### config.mk
export PLATFORM = sky130hd
export DESIGN_NAME = bin2bcd_seq
export DESIGN_NICKNAME = d
export VERILOG_FILES = /design/src/rtl/bin2bcd_seq.sv
export SDC_FILE = /design/constraint.sdc
export NUM_CORES = 1
export LEC_CHECK = 0
export CORE_AREA = 2 2 45 89
export CTS_CLUSTER_SIZE = 12
export DETAILED_ROUTE_END_ITERATION = 7
export DIE_AREA = 0 0 47 91
export PLACE_DENSITY = 0.81
export SKIP_CTS_REPAIR_TIMING = 1
export SLEW_MARGIN = 40
export SYNTH_ARGS = -nofsm -noshare
export SYNTH_HDL_FRONTEND = slang
export SYNTH_SLANG_ARGS = --single-unit
### constraint.sdc
create_clock -name clk -period 2.61 [get_ports clk]
set_clock_uncertainty 0.15 [all_clocks]
set_input_delay 0.522 -clock clk [delete_from_list [all_inputs] [get_ports clk]]
set_output_delay 0.522 -clock clk [all_outputs]
set_load 0.03 [all_outputs]
### src/rtl/bin2bcd_seq.sv
// Sequential double-dabble converter: unsigned binary to packed BCD with start/ready/done handshake.
// Optional build macro BCD_SATURATE_EN: on overflow the result shows all nines instead of value mod 10^DIGITS.
module bin2bcd_seq #(
  parameter int unsigned BIN_W  = 10,
  parameter int unsigned DIGITS = 3
) (
  input  logic                  clk,
  input  logic                  rst,
  input  logic                  start,
  input  logic [BIN_W-1:0]      bin,
  output logic                  ready,
  output logic                  busy,
  output logic                  done,
  output logic [4*DIGITS-1:0]   bcd,
  output logic                  ovf
);

  function automatic longint unsigned pow10(input int unsigned n);
    longint unsigned r;
    r = 1;
    for (int unsigned i = 0; i < n; i++) r = r * 10;
    return r;
  endfunction

  localparam int unsigned     BCD_W   = 4 * DIGITS;
  localparam int unsigned     CNT_W   = $clog2(BIN_W + 1);
  localparam longint unsigned BCD_MAX = pow10(DIGITS) - 1;
  localparam int unsigned     MAX_W   = $clog2(BCD_MAX + 1);
  localparam int unsigned     CMP_W   = (BIN_W > MAX_W) ? BIN_W : MAX_W;
  localparam logic [CMP_W-1:0] LIMIT  = CMP_W'(BCD_MAX);
`ifdef BCD_SATURATE_EN
  localparam logic [BCD_W-1:0] ALL_NINES = {DIGITS{4'h9}};
`endif

  typedef enum logic [1:0] {S_IDLE, S_SHIFT, S_DONE} state_t;

  state_t             state_q, state_d;
  logic [BIN_W-1:0]   bin_q, bin_d;
  logic [BCD_W-1:0]   scr_q, scr_d, adj;
  logic [CNT_W-1:0]   cnt_q, cnt_d;
  logic               ovf_pend_q, ovf_pend_d;
  logic [BCD_W-1:0]   bcd_d;
  logic               ovf_d, done_d, ready_d, busy_d;
  logic               ovf_next_c;

  assign ovf_next_c = CMP_W'(bin) > LIMIT;

  // Add-3 correction on every scratch digit that would exceed 9 after doubling
  always_comb begin
    adj = scr_q;
    for (int i = 0; i < DIGITS; i++) begin
      if (scr_q[4*i +: 4] >= 4'd5) adj[4*i +: 4] = scr_q[4*i +: 4] + 4'd3;
    end
  end

  always_comb begin
    state_d    = state_q;
    bin_d      = bin_q;
    scr_d      = scr_q;
    cnt_d      = cnt_q;
    ovf_pend_d = ovf_pend_q;
    bcd_d      = bcd;
    ovf_d      = ovf;
    done_d     = 1'b0;
    case (state_q)
      S_IDLE: begin
        if (start) begin
          bin_d      = bin;
          scr_d      = '0;
          cnt_d      = CNT_W'(BIN_W);
          ovf_pend_d = ovf_next_c;
          state_d    = S_SHIFT;
        end
      end
      S_SHIFT: begin
        // Bit leaving the top digit is dropped, leaving value mod 10^DIGITS
        {scr_d, bin_d} = {adj, bin_q} << 1;
        cnt_d          = cnt_q - CNT_W'(1);
        if (cnt_q == CNT_W'(1)) state_d = S_DONE;
      end
      S_DONE: begin
`ifdef BCD_SATURATE_EN
        bcd_d = ovf_pend_q ? ALL_NINES : scr_q;
`else
        bcd_d = scr_q;
`endif
        ovf_d   = ovf_pend_q;
        done_d  = 1'b1;
        state_d = S_IDLE;
      end
      default: state_d = S_IDLE;
    endcase
    ready_d = (state_d == S_IDLE);
    busy_d  = (state_d == S_SHIFT);
  end

  always_ff @(posedge clk) begin
    if (rst) begin
      state_q    <= S_IDLE;
      bin_q      <= '0;
      scr_q      <= '0;
      cnt_q      <= '0;
      ovf_pend_q <= 1'b0;
      bcd        <= '0;
      ovf        <= 1'b0;
      done       <= 1'b0;
      ready      <= 1'b1;
      busy       <= 1'b0;
    end else begin
      state_q    <= state_d;
      bin_q      <= bin_d;
      scr_q      <= scr_d;
      cnt_q      <= cnt_d;
      ovf_pend_q <= ovf_pend_d;
      bcd        <= bcd_d;
      ovf        <= ovf_d;
      done       <= done_d;
      ready      <= ready_d;
      busy       <= busy_d;
    end
  end

endmodule

==> key figures <==
Yosys
  • Number of synthesized register bits: 45
  • Ys flop type: dfxtp_1
  • Syn_nets: 243
  • Synth area leader: dfxtp_1
  • Cells after synthesis: 222
  • Asr flop ratio synth: 0%
  • Largest cells by area after synthesis: dfxtp_1 47%, a21oi_1 9.2%, nand2_1 7.5%
  • Post-synthesis sequential area ratio: 47.2%
  • Top-count cell post-synth: dfxtp_1
  • Synthesized area: 1910 um^2
  • Synth warn: 0
  • Share of the synthesized area in the top cell type: 47.2%
  • Netlist cell types: 30
  • Number of synthesized flops with an enable pin: 0
  • Mean post-synth cell area: 8.60 um^2
  • Post-synth top cells: 45 x dfxtp_1, 38 x nand2_1, 35 x a21oi_1

Floorplanning
  • IO Count: 29
  • Num rows: 31
  • Die width: 47 um
  • Core Box Area: 3570 um^2
  • Die ar.: 4280 um^2
  • Die Y-Extent: 91 um
  • Initial Utilization: 53.5%

Worst hold path
  • Hold Startpoint: bcd[2]
  • Hold Path End: bcd[2]
  • Hold Crit Class: reg -> reg
  • Hold depth: 2

Critical path
  • Nature of the critical path startpoint: register
  • CP Class: reg -> out
  • Crit. Startpoint: bcd[6]
  • R2r setup slk: 0.80 ns
  • CP Data Required Time: 1.94 ns
  • Crit path max-delay family: buffers and inverters
  • RR Startpoint: state_q[0]
  • Slowest-stage cell, CP: clkdlybuf4s50_1
  • Crit end category: primary output
  • Critical-path maximum fanout: 2
  • Worst Reg-to-Reg Cells: 5
  • CP Buf/Inv Count: 1
  • Arr. time, crit path: 1.30 ns
  • Cell Chain, Critical Path: clkdlybuf4s50_1
  • CP max stage delay: 0.68 ns
  • Reg-to-reg endpoint: scr_q[11]

Layout
  • P&R area growth vs syn: 20.6%
  • Final Instance Area: 2300 um^2
  • Share of layout cells above drive strength 1: 4.84%
  • Layout fillers: 339
  • Final net count: 268
  • Antenna Cells: 0

Place
  • Placer Congestion: 0.772
  • DP Area: 2220 um^2
  • HPWL Detailed: 2.73 mm
  • Number of I/O port buffers: 28

Clock network
  • Root buffer cell: clkbuf_8
  • Sinks on Clock Net: 45
  • Reg clk slew, reported paths: 0.08 ns
  • Worst skew pair latency: 0.30 ns
  • Cts bufs inserted: 5
  • Clk buf depth: 2
  • H-tree Lvls: 2
  • CTS tree: yes

Pwr
  • Pwr Density: 559 nW/um^2
  • Maximum VDD drop: 517 uV
  • Tot Pwr: 1.29 mW
  • Reported leakage power: 0.824 nW

Global routing
  • Grt met2 use: 33.4%
  • Largest net degree at the start of global routing: 51
  • Met3 usage: 4.77%
  • Met1 Use GR: 20.6%
  • Vias in the first global route: 1,525
  • First-pass GRT wire length: 6.38 mm
  • Total gr overflow: 0
  • Antenna violations before repair: 0
  • GRT Total Usage: 20.4%
  • GR peak layer: met2

STA
  • Max Clk Rate: 0.506 GHz
  • RSZ-0062 raised after global routing: false
  • Post-route minimum period: 1.98 ns
  • Endpoints failing hold: 0
  • Final Setup Violations: 0
  • Tcrit/Tclk final: 75.7%
  • Max_slew headroom: 57.3%
  • Worst Max-Slew Pin Slew: 0.641 ns
  • Fin Setup TNS: 0 ns
  • Slew Viols, Final: 0

Drt
  • Final WL: 3.89 mm
  • Iteration-0 DRC Markers: 25
  • Vias: 1,657
  • Wire length per cell: 13.1 um
  • Residual DRC count: 0
  • Routed Antenna Nets: 0
  • TritonRoute pass-1 iters: 4
  • Vias per inst: 5.58

Run status
  • Outcome: finished clean

Job
  • Maxcap violations: 0
## registers in the layout (all words and copies together) (netlist names)
register    count
bcd            12
bin_q          10
cnt_q           4
ovf             1
scr_q          12
ovf_pend_q      1
ready           1
done            1
busy            1
state_q         2
## cells in the final DEF, fill, tap and decap left out
cell / instances
buf_12: 1
nor2_1: 10
nand2b_1: 6
a21oi_1: 35
nand2_1: 38
clkbuf_8: 5
o41ai_1: 3
nor3_1: 12
mux2i_1: 6
ha_1: 8
nor3b_2: 1
a221oi_1: 1
nor4_1: 1
a32oi_1: 2
inv_1: 8
clkdlybuf4s50_1: 28
a211oi_1: 2
nor2_2: 1
a22o_1: 3
clkbuf_1: 3
nor3b_1: 1
nor2b_1: 1
or4b_1: 2
dfxtp_1: 45
buf_4: 2
nor2b_2: 1
nand4_1: 1
or3b_2: 1
nand3_1: 4
a22oi_1: 10
o21ai_0: 6
## power by group
part / switching (mW) / leakage (nW) / internal (mW)
logic: 0.0893 / 0.419 / 0.0610
clock network: 0.220 / 0.0395 / 0.190
registers: 0.0163 / 0.366 / 0.711
total: 0.326 / 0.824 / 0.962
## final cells by class
cell class	count	area (um^2)	area share, %
flip-flops and latches	45	901	39.1
repair buffers	31	315	13.7
clock buffers	8	80.1	3.48
inverters	8	30.0	1.30
multi-input cells	156	915	39.7
well taps	49	61.3	2.66
## per-layer routing
metal  vias to the layer above  wire, um  part of all wire (%)
met5                         -         0                     0
met4                         0       142                   3.7
met3                        12       102                   2.6
met2                        31      2170                    56
met1                       782      1470                    38
li1                        832         -                     -
## worst max path at each step
stage | end | slack [ns] | cells after the start
global route | bcd[7] | 0.58 | 1
CTS | bcd[6] | 0.62 | 1
finish | bcd[6] | 0.63 | 1
floorplan | scr_q[10] | 0.98 | 4
global placement | scr_q[7] | 0.40 | 5
detailed placement | scr_q[6] | 0.37 | 5
## per-stage QoR
step | utilization (%) | hold WS, ns | setup slack (ns) | instances
6_report | 64.5 | 0.307 | 0.633 | 297
5_1_grt | 64.5 | 0.318 | 0.576 | 297
4_1_cts | 64.4 | 0.307 | 0.620 | 297
3_5_place_dp | 62.2 | 0.297 | 0.369 | 289
3_3_place_gp | 62.2 | 0.291 | 0.398 | 289
2_1_floorplan | - | 0.282 | 0.980 | 222
## cells by family after synthesis
family	count (synthesis)	synth area share, %
adder cells (fa/ha/maj)	8	5.24
AND/OR/NAND/NOR	80	19.8
buffers and inverters	21	5.05
flip-flops	45	47.2
AO/OA/AOI/OAI	62	19.6
multiplexers	6	3.15
Power figures use the tool's default switching activity.
